## src/rtl/seq_detect_param_if.sv

```systemverilog
// Purpose : bundles the serial data, control and result signals of seq_detect_param.
// Latency : none; wiring only.
// Backpressure: none; en qualifies each data bit, nothing can stall the source.
//
// Port summary (all signals are in the clk domain of the attached detector):
//   en, x       : bit-valid strobe and serial data bit
//   ovl         : 1 = overlapping detection, 0 = non-overlapping
//   load,pat_in : capture a new pattern (first-received bit is the MSB)
//   clr_cnt     : synchronous clear of the match counter
//   y, y_q      : Mealy match flag and its registered copy
//   match_cnt   : saturating count of matches
interface seq_detect_param_if #(
    parameter int PAT_W = 4,
    parameter int CNT_W = 8
);
    logic             en;
    logic             x;
    logic             ovl;
    logic             load;
    logic [PAT_W-1:0] pat_in;
    logic             clr_cnt;
    logic             y;
    logic             y_q;
    logic [CNT_W-1:0] match_cnt;

    // Stimulus side: drives data/control, observes results.
    modport master (
        output en, x, ovl, load, pat_in, clr_cnt,
        input  y, y_q, match_cnt
    );

    // Detector side.
    modport slave (
        input  en, x, ovl, load, pat_in, clr_cnt,
        output y, y_q, match_cnt
    );
endinterface

```

## src/rtl/seq_detect_param.sv

```systemverilog
// Purpose : programmable serial pattern detector with overlap control and a
//           saturating match counter.
// Latency : y is combinational on the current x (0 cycles); y_q one cycle later.
// Backpressure: none; a bit is consumed on every cycle where en is high.
//
// Ports:
//   clk  - rising-edge clock
//   rst  - asynchronous active-low reset
//   bus  - seq_detect_param_if.slave (en, x, ovl, load, pat_in, clr_cnt,
//          y, y_q, match_cnt)
module seq_detect_param #(
    parameter int               PAT_W   = 4,
    parameter logic [PAT_W-1:0] DEF_PAT = 4'b1011,
    parameter int               CNT_W   = 8
) (
    input  logic              clk,
    input  logic              rst,
    seq_detect_param_if.slave bus
);

    // fill counts 0..PAT_W-1; keep at least one bit for PAT_W == 2.
    localparam int             FW       = (PAT_W > 2) ? $clog2(PAT_W) : 1;
    localparam logic [FW-1:0]  FILL_MAX = FW'(PAT_W - 1);
    localparam logic [CNT_W-1:0] CNT_MAX = {CNT_W{1'b1}};

    logic [PAT_W-1:0] pat;
    logic [PAT_W-2:0] hist;      // newest received bit in the LSB
    logic [FW-1:0]    fill;      // number of valid bits held in hist
    logic [CNT_W-1:0] cnt;
    logic             y_q_r;

    logic [PAT_W-1:0] window;
    logic             match;
    logic [PAT_W-2:0] hist_nxt;
    logic [FW-1:0]    fill_nxt;
    logic [CNT_W-1:0] cnt_nxt;

    // The candidate window is the stored history with the current bit appended,
    // so a match is reported in the same cycle the last pattern bit arrives.
    assign window = {hist, bus.x};

    // rst gating keeps y low throughout reset even while inputs are active.
    assign match = rst & bus.en & ~bus.load & (fill == FILL_MAX) & (window == pat);

    always_comb begin
        hist_nxt = hist;
        fill_nxt = fill;
        cnt_nxt  = cnt;

        if (bus.load) begin
            // A new pattern invalidates whatever history was collected.
            hist_nxt = '0;
            fill_nxt = '0;
        end else if (bus.en) begin
            if (match && !bus.ovl) begin
                // Non-overlapping: the matched bits cannot be reused.
                hist_nxt = '0;
                fill_nxt = '0;
            end else begin
                // Shifting the window keeps the newest PAT_W-1 bits; on an
                // overlapping match fill is already at its ceiling and stays there.
                hist_nxt = window[PAT_W-2:0];
                if (fill != FILL_MAX) begin
                    fill_nxt = fill + FW'(1);
                end
            end
        end

        // Clear takes priority over a coincident match.
        if (bus.clr_cnt) begin
            cnt_nxt = '0;
        end else if (match && (cnt != CNT_MAX)) begin
            cnt_nxt = cnt + CNT_W'(1);
        end
    end

    always_ff @(posedge clk or negedge rst) begin
        if (!rst) begin
            pat   <= DEF_PAT;
            hist  <= '0;
            fill  <= '0;
            cnt   <= '0;
            y_q_r <= 1'b0;
        end else begin
            if (bus.load) begin
                pat <= bus.pat_in;
            end
            hist  <= hist_nxt;
            fill  <= fill_nxt;
            cnt   <= cnt_nxt;
            y_q_r <= match;
        end
    end

    assign bus.y         = match;
    assign bus.y_q       = y_q_r;
    assign bus.match_cnt = cnt;

endmodule

```

## src/flat_wrapper.sv

```systemverilog
// flat-port wrapper written by rule: the top's interface ports become plain ports
module seq_detect_param_flat 
#(
    parameter int               PAT_W   = 4,
    parameter logic [PAT_W-1:0] DEF_PAT = 4'b1011,
    parameter int               CNT_W   = 8
)
  (clk, rst, bus_en, bus_x, bus_ovl, bus_load, bus_pat_in, bus_clr_cnt, bus_y, bus_y_q, bus_match_cnt);
  seq_detect_param_if #(.PAT_W(PAT_W), .CNT_W(CNT_W)) bus_i ();
  input  logic clk;
  input  logic rst;
  input wire logic [$bits(bus_i.en)-1:0] bus_en;
  input wire logic [$bits(bus_i.x)-1:0] bus_x;
  input wire logic [$bits(bus_i.ovl)-1:0] bus_ovl;
  input wire logic [$bits(bus_i.load)-1:0] bus_load;
  input wire logic [$bits(bus_i.pat_in)-1:0] bus_pat_in;
  input wire logic [$bits(bus_i.clr_cnt)-1:0] bus_clr_cnt;
  output wire logic [$bits(bus_i.y)-1:0] bus_y;
  output wire logic [$bits(bus_i.y_q)-1:0] bus_y_q;
  output wire logic [$bits(bus_i.match_cnt)-1:0] bus_match_cnt;
  assign bus_i.en = bus_en;
  assign bus_i.x = bus_x;
  assign bus_i.ovl = bus_ovl;
  assign bus_i.load = bus_load;
  assign bus_i.pat_in = bus_pat_in;
  assign bus_i.clr_cnt = bus_clr_cnt;
  assign bus_y = bus_i.y;
  assign bus_y_q = bus_i.y_q;
  assign bus_match_cnt = bus_i.match_cnt;
  seq_detect_param #(.PAT_W(PAT_W), .DEF_PAT(DEF_PAT), .CNT_W(CNT_W)) u_core (.clk(clk), .rst(rst), .bus(bus_i));
endmodule
```

## config.mk

```make
export PLATFORM = sky130hd
export DESIGN_NAME = seq_detect_param_flat
export DESIGN_NICKNAME = d
export VERILOG_FILES = /design/src/rtl/seq_detect_param_if.sv /design/src/rtl/seq_detect_param.sv /design/src/flat_wrapper.sv
export SDC_FILE = /design/constraint.sdc
export NUM_CORES = 1
export LEC_CHECK = 0
export ABC_CLOCK_PERIOD_IN_PS = 3200
export CAP_MARGIN = 20
export CORE_MARGIN = 5
export CORE_UTILIZATION = 30
export CTS_CLUSTER_SIZE = 28
export DETAILED_ROUTE_END_ITERATION = 7
export GPL_ROUTABILITY_DRIVEN = 1
export PLACE_DENSITY_LB_ADDON = 0.25
export SYNTH_ARGS = -nofsm -noshare
export SYNTH_HDL_FRONTEND = slang
export SYNTH_SLANG_ARGS = --single-unit
```

## constraint.sdc

```tcl
create_clock -name clk -period 3.2 [get_ports clk]
set_input_delay 0.64 -clock clk [delete_from_list [all_inputs] [get_ports clk]]
set_output_delay 0.64 -clock clk [all_outputs]
set_load 0.005 [all_outputs]
```

==> qor.txt, run 1 <==
H-tree Lvls = 1
Setup Viol. Count Final = 0
leakage = 0.496 nW
core area = 3030 sq um
RSZ-0062 raised after global routing = no
Worst Hold Class = reg -> reg
Seq pwr share = 0.557
die extent in x = 66.1 um
post-synthesis sequential area ratio = 0.481
Syn Inst Count = 87
floorplan row count = 20
fraction of layout cells with a size suffix above 1 = 0.171
first-pass GRT wire length = 3.07 mm
Switching Share = 0.236
Gates resized, CTS repair = 0
Final Max Tran Viols = 0
largest net degree at the start of global routing = 19
DR vias = 723
Distinct cells, synth = 26
Worst VDD drop = 0.231 mV
max_cap viols = 0
clk buf depth = 2
crit end category = primary output
die area = 4370 sq um
Peak Freq = 352 MHz
# hold bufs at CTS = 0
critical path cell sequence = clkdlybuf4s50_1 > nand4b_4 > nor3_1 > clkdlybuf4s50_1
PortBufs = 20
DRT Pass-1 Iters = 4
CTS tree = built
clock root cell = clkbuf_4
Final Hold Fails = 0
Syn Nets = 100
WHS = 0.537 ns
Gate power share = 0.124
total CTS buffers = 3
clock power share = 0.319
Synth top area share = 0.397
crit path max fanout = 3
clk_lat worst skew = 0.29 ns
Slew HR = 0.688
DR WL/cell = 12.3 um
GRT Util Overall = 0.0935
count of boundary I/O pins = 21
wirelength, routed = 1.91 mm
Period minus WS final = 2.84 ns
CP arrival = 2.20 ns
FF+latch count, synth = 18
# nets final = 125
Routed Antenna Nets = 0
crit start category = input pin
period utilization = 0.887
# DRC = 0
synth-to-layout area growth = 30.2%
synth top area cells = dfrtp_1 (40%), dfstp_2 (8.3%), mux2_2 (4.8%), xor2_1 (4.6%), nor2_1 (4.4%)
crit-path most repeated cell = clkdlybuf4s50_1
vias in the first global route = 693
Ys Warns = 0
chip height = 66.1 um
GP Congestion = 0.811
synthesized area = 945 sq um
Worst Setup Path Type = in -> out
leading area contributor after synthesis = dfrtp_1
postcts setup bufs = 0
Syn Area/Cell = 10.9 sq um
Switching Power = 0.000104 W
CTS Sinks = 18
ANT cells = 0
worst-margin pin slew = 0.463 ns
skew final = 0.00189 ns
final core utilization = 0.406
initial antenna violation count = 0
post-DP HPWL = 1.48 mm
starting DRC count in detailed routing = 28
via density per instance = 4.66
slowest CP cell = clkdlybuf4s50_1
Worst-path clk slew = 0.10 ns
Setup TNS = 0 ns
starting density of the core = 0.312
CP required = 2.56 ns
CP max stage delay = 0.58 ns
Int Pwr = 0.000336 W
status = complete, no violations
Power Density = 357 nW/um^2
global route overflow = 0
synth_stat cells:
cell type	instances
nand2_1	5
o21ai_0	4
dfstp_2	3
nand4b_4	1
mux2i_1	2
or3_1	3
xor2_1	5
ha_1	2
nor2_1	11
a21bo_2	1
buf_6	1
buf_4	1
a31oi_1	4
xnor2_1	4
nand4_1	2
dfrtp_1	15
o2111ai_1	1
nand3b_1	1
or4_4	1
clkdlybuf4s25_2	1
nor3_1	3
nor2b_1	4
nand3_1	2
a21oi_1	4
mux2_2	4
nor4_2	2
registers in the layout, summed over array words and instances, names as in the netlist:
register,count
u_core.pat,4
u_core.bus.y_q,1
u_core.fill,2
u_core.bus.match_cnt,8
u_core.hist,3
kinds of logic after synthesis:
group,after synthesis,share of synthesized area
AO/OA/AOI/OAI,14,0.0887
XOR/XNOR,9,0.0834
adder cells (fa/ha/maj),2,0.0265
buffers and inverters,3,0.0305
flip-flops,18,0.481
multiplexers,6,0.0689
AND/OR/NAND/NOR,35,0.221
final cells by class:
cell class	instances	area, sq um
clock buffer	4	36.3
fill	308	1800
multi-input combinational	66	462
sequential	18	454
tap	44	55.1
timing repair buffer	23	223
layout by cell type, fill, tap and decap left out, types with 3 or more instances in the layout:
master | synthesis | final
a21oi_1 | 4 | 4
buf_4 | 1 | 3
a31oi_1 | 4 | 4
nor3_1 | 3 | 3
nor2_1 | 11 | 11
nor2b_1 | 4 | 4
xnor2_1 | 4 | 4
clkdlybuf4s50_1 | 0 | 20
xor2_1 | 5 | 5
nand2_1 | 5 | 5
dfstp_2 | 3 | 3
clkbuf_4 | 0 | 3
dfrtp_1 | 15 | 15
or3_1 | 3 | 3
o21ai_0 | 4 | 4
mux2_2 | 4 | 4
critical path: cells and delay by family:
family                 cells  cell delay, ns
buffers and inverters      2            1.14
and+or+nand+nor            2            0.42
per-stage QoR:
| stage | instances | power [W] | instance area, sq um | setup slack, ns |
|---|---|---|---|---|
| 6_report | 155 | 0.000439 | 1230 | 0.362 |
| 5_1_grt | 155 | 0.000466 | 1230 | 0.282 |
| 4_1_cts | 155 | 0.000450 | 1230 | 0.343 |
| 3_5_place_dp | 151 | 0.000305 | 1190 | 0.364 |
| 3_3_place_gp | 151 | 0.000303 | 1190 | 0.418 |
| 2_1_floorplan | 87 | 0.000280 | 945 | 1.13 |
final timing paths:
| kind | start | endpoint | cells past startpoint | slack [ns] |
|---|---|---|---|---|
| setup / recovery | rst | bus_y | 4 | 0.36 |
| hold / removal | u_core.pat[2] | u_core.pat[2] | 1 | 0.54 |
| setup reg to reg | u_core.fill[0] | u_core.bus.match_cnt[4] | 6 | 1.21 |
| hold reg to reg | u_core.pat[2] | u_core.pat[2] | 1 | 0.54 |
| max in group asynchronous | rst | u_core.pat[0] | 2 | 2.10 |
| min in group asynchronous | rst | u_core.hist[2] | 2 | 0.84 |
power by group through the flow:
stage               combinational, W  sequential (W)  clock [W]
finish                     0.0000544        0.000245   0.000140
global route               0.0000607        0.000246   0.000159
CTS                        0.0000554        0.000245   0.000149
detailed placement         0.0000552        0.000249          0
global placement           0.0000545        0.000249          0
floorplan                  0.0000325        0.000248          0
metal layers:
layer,share of wire,global-route usage,wire length [um],vias up
li1,-,-,-,359
met1,0.45,0.112,851,337
met2,0.46,0.151,874,25
met3,0.088,0.0425,168,2
met4,0.0084,0.0228,16,0
met5,0,0,0,-
No activity file was read; power rests on OpenSTA's default activity.
==> run 2, diff against run 1 <==
--- a/config.mk
+++ b/config.mk
@@ -13,6 +13,8 @@
 export DETAILED_ROUTE_END_ITERATION = 7
 export GPL_ROUTABILITY_DRIVEN = 1
 export PLACE_DENSITY_LB_ADDON = 0.25
+export REMOVE_ABC_BUFFERS = 1
+export SLEW_MARGIN = 25
 export SYNTH_ARGS = -nofsm -noshare
 export SYNTH_HDL_FRONTEND = slang
 export SYNTH_SLANG_ARGS = --single-unit
==> run 2 against run 1 <==
Effect of this change:
- flip-flop and latch count did not move
- count of clock-buffer cells in the layout did not move
- highest routed layer unchanged
- register-to-register slack barely moved
==> qor.txt, run 2 (synthesis results as in run 1) <==
skew final = 0.00172 ns
# DRC = 0
fraction of layout cells with a size suffix above 1 = 0.171
die area = 4370 sq um
chip height = 66.1 um
crit-path most repeated cell = clkdlybuf4s50_1
status = complete, no violations
most frequent cells in the layout = clkdlybuf4s50_1 (20), dfrtp_1 (15), nor2_1 (11)
slowest CP cell = clkdlybuf4s50_1
period utilization = 0.879
crit end category = primary output
ANT cells = 0
Gates resized, CTS repair = 0
core area = 3030 sq um
Power Density = 359 nW/um^2
DR WL/cell = 12.8 um
critical path cell sequence = clkdlybuf4s50_1 > nand4b_4 > nor3_1 > clkdlybuf4s50_1
global route overflow = 0
CP max stage delay = 0.57 ns
postcts setup bufs = 0
CTS Sinks = 18
via density per instance = 4.74
# hold bufs at CTS = 0
crit path max fanout = 3
PortBufs = 20
post-DP HPWL = 1.53 mm
total CTS buffers = 3
leakage = 0.496 nW
wirelength, routed = 1.98 mm
Slew HR = 0.671
GRT Util Overall = 0.0995
Setup TNS = 0 ns
count of boundary I/O pins = 21
GP Congestion = 0.849
DRT Pass-1 Iters = 2
filler cell count in the final layout = 313
initial antenna violation count = 0
starting density of the core = 0.312
floorplan row count = 20
Worst Setup Path Type = in -> out
Worst Hold Class = reg -> reg
clock root cell = clkbuf_4
vias in the first global route = 725
first-pass GRT wire length = 3.27 mm
crit start category = input pin
DR vias = 735
RSZ-0062 raised after global routing = no
clk_lat worst skew = 0.30 ns
Top delay family on crit path = buffers and inverters
H-tree Lvls = 1
most common cell after layout, fill and taps aside = clkdlybuf4s50_1
synth-to-layout area growth = 30.2%
Final Hold Fails = 0
clk buf depth = 2
max_cap viols = 0
Period minus WS final = 2.81 ns
worst-margin pin slew = 0.489 ns
Worst-path clk slew = 0.10 ns
Peak Freq = 355 MHz
CP arrival = 2.17 ns
Routed Antenna Nets = 0
starting DRC count in detailed routing = 24
largest net degree at the start of global routing = 19
WHS = 0.534 ns
die extent in x = 66.1 um
Final Max Tran Viols = 0
critical path buffer and inverter count = 2
CTS tree = built
Setup Viol. Count Final = 0
Worst VDD drop = 0.227 mV
CP required = 2.56 ns
# nets final = 125
max FFs per register = 8
==> run 2: cell counts in the layout (fill, tap and decap cells not counted) <==
Identical to the previous run, type by type.
==> run 2: layer usage <==
metal,track usage,up-vias,share of wire
met5,0,-,0
met4,0.0355,0,0.0055
met3,0.0408,2,0.073
met2,0.159,23,0.45
met1,0.120,352,0.47
li1,-,358,-
==> run 2: cell type report <==
cell class / instances / area, sq um / share of cell area
timing repair buffer: 23 / 223 / 0.181
sequential: 18 / 454 / 0.369
tap: 44 / 55.1 / 0.0448
clock buffer: 4 / 36.3 / 0.0295
multi-input combinational: 66 / 462 / 0.375
==> run 2: path summary, 6_finish.rpt <==
kind | end | start | slack, ns | cells after the start
hold / removal | u_core.pat[2] | u_core.pat[2] | 0.53 | 1
setup reg to reg | u_core.bus.match_cnt[6] | u_core.fill[0] | 1.21 | 6
max in group asynchronous | u_core.pat[0] | rst | 2.10 | 2
min in group asynchronous | u_core.bus.match_cnt[6] | rst | 0.83 | 2
hold reg to reg | u_core.pat[2] | u_core.pat[2] | 0.53 | 1
setup / recovery | bus_y | rst | 0.39 | 4
==> run 2: report_power, final <==
group | leakage [nW] | internal [W] | switching (W) | total, W
clock | 0.0210 | 0.0000694 | 0.0000733 | 0.000143
combinational | 0.238 | 0.0000279 | 0.0000265 | 0.0000544
sequential | 0.237 | 0.000239 | 0.00000626 | 0.000245
total | 0.496 | 0.000336 | 0.000106 | 0.000442
==> run 2: metrics by stage <==
| stage | cells | cell area [sq um] | utilization | power, W | setup slack, ns |
|---|---|---|---|---|---|
| after floorplan | 84 | 916 | - | 0.000273 | 1.26 |
| after global placement | 151 | 1190 | 0.394 | 0.000303 | 0.419 |
| after detailed placement | 151 | 1190 | 0.394 | 0.000305 | 0.388 |
| after CTS | 155 | 1230 | 0.406 | 0.000452 | 0.365 |
| after global routing | 155 | 1230 | 0.406 | 0.000466 | 0.266 |
| final | 155 | 1230 | 0.406 | 0.000442 | 0.386 |
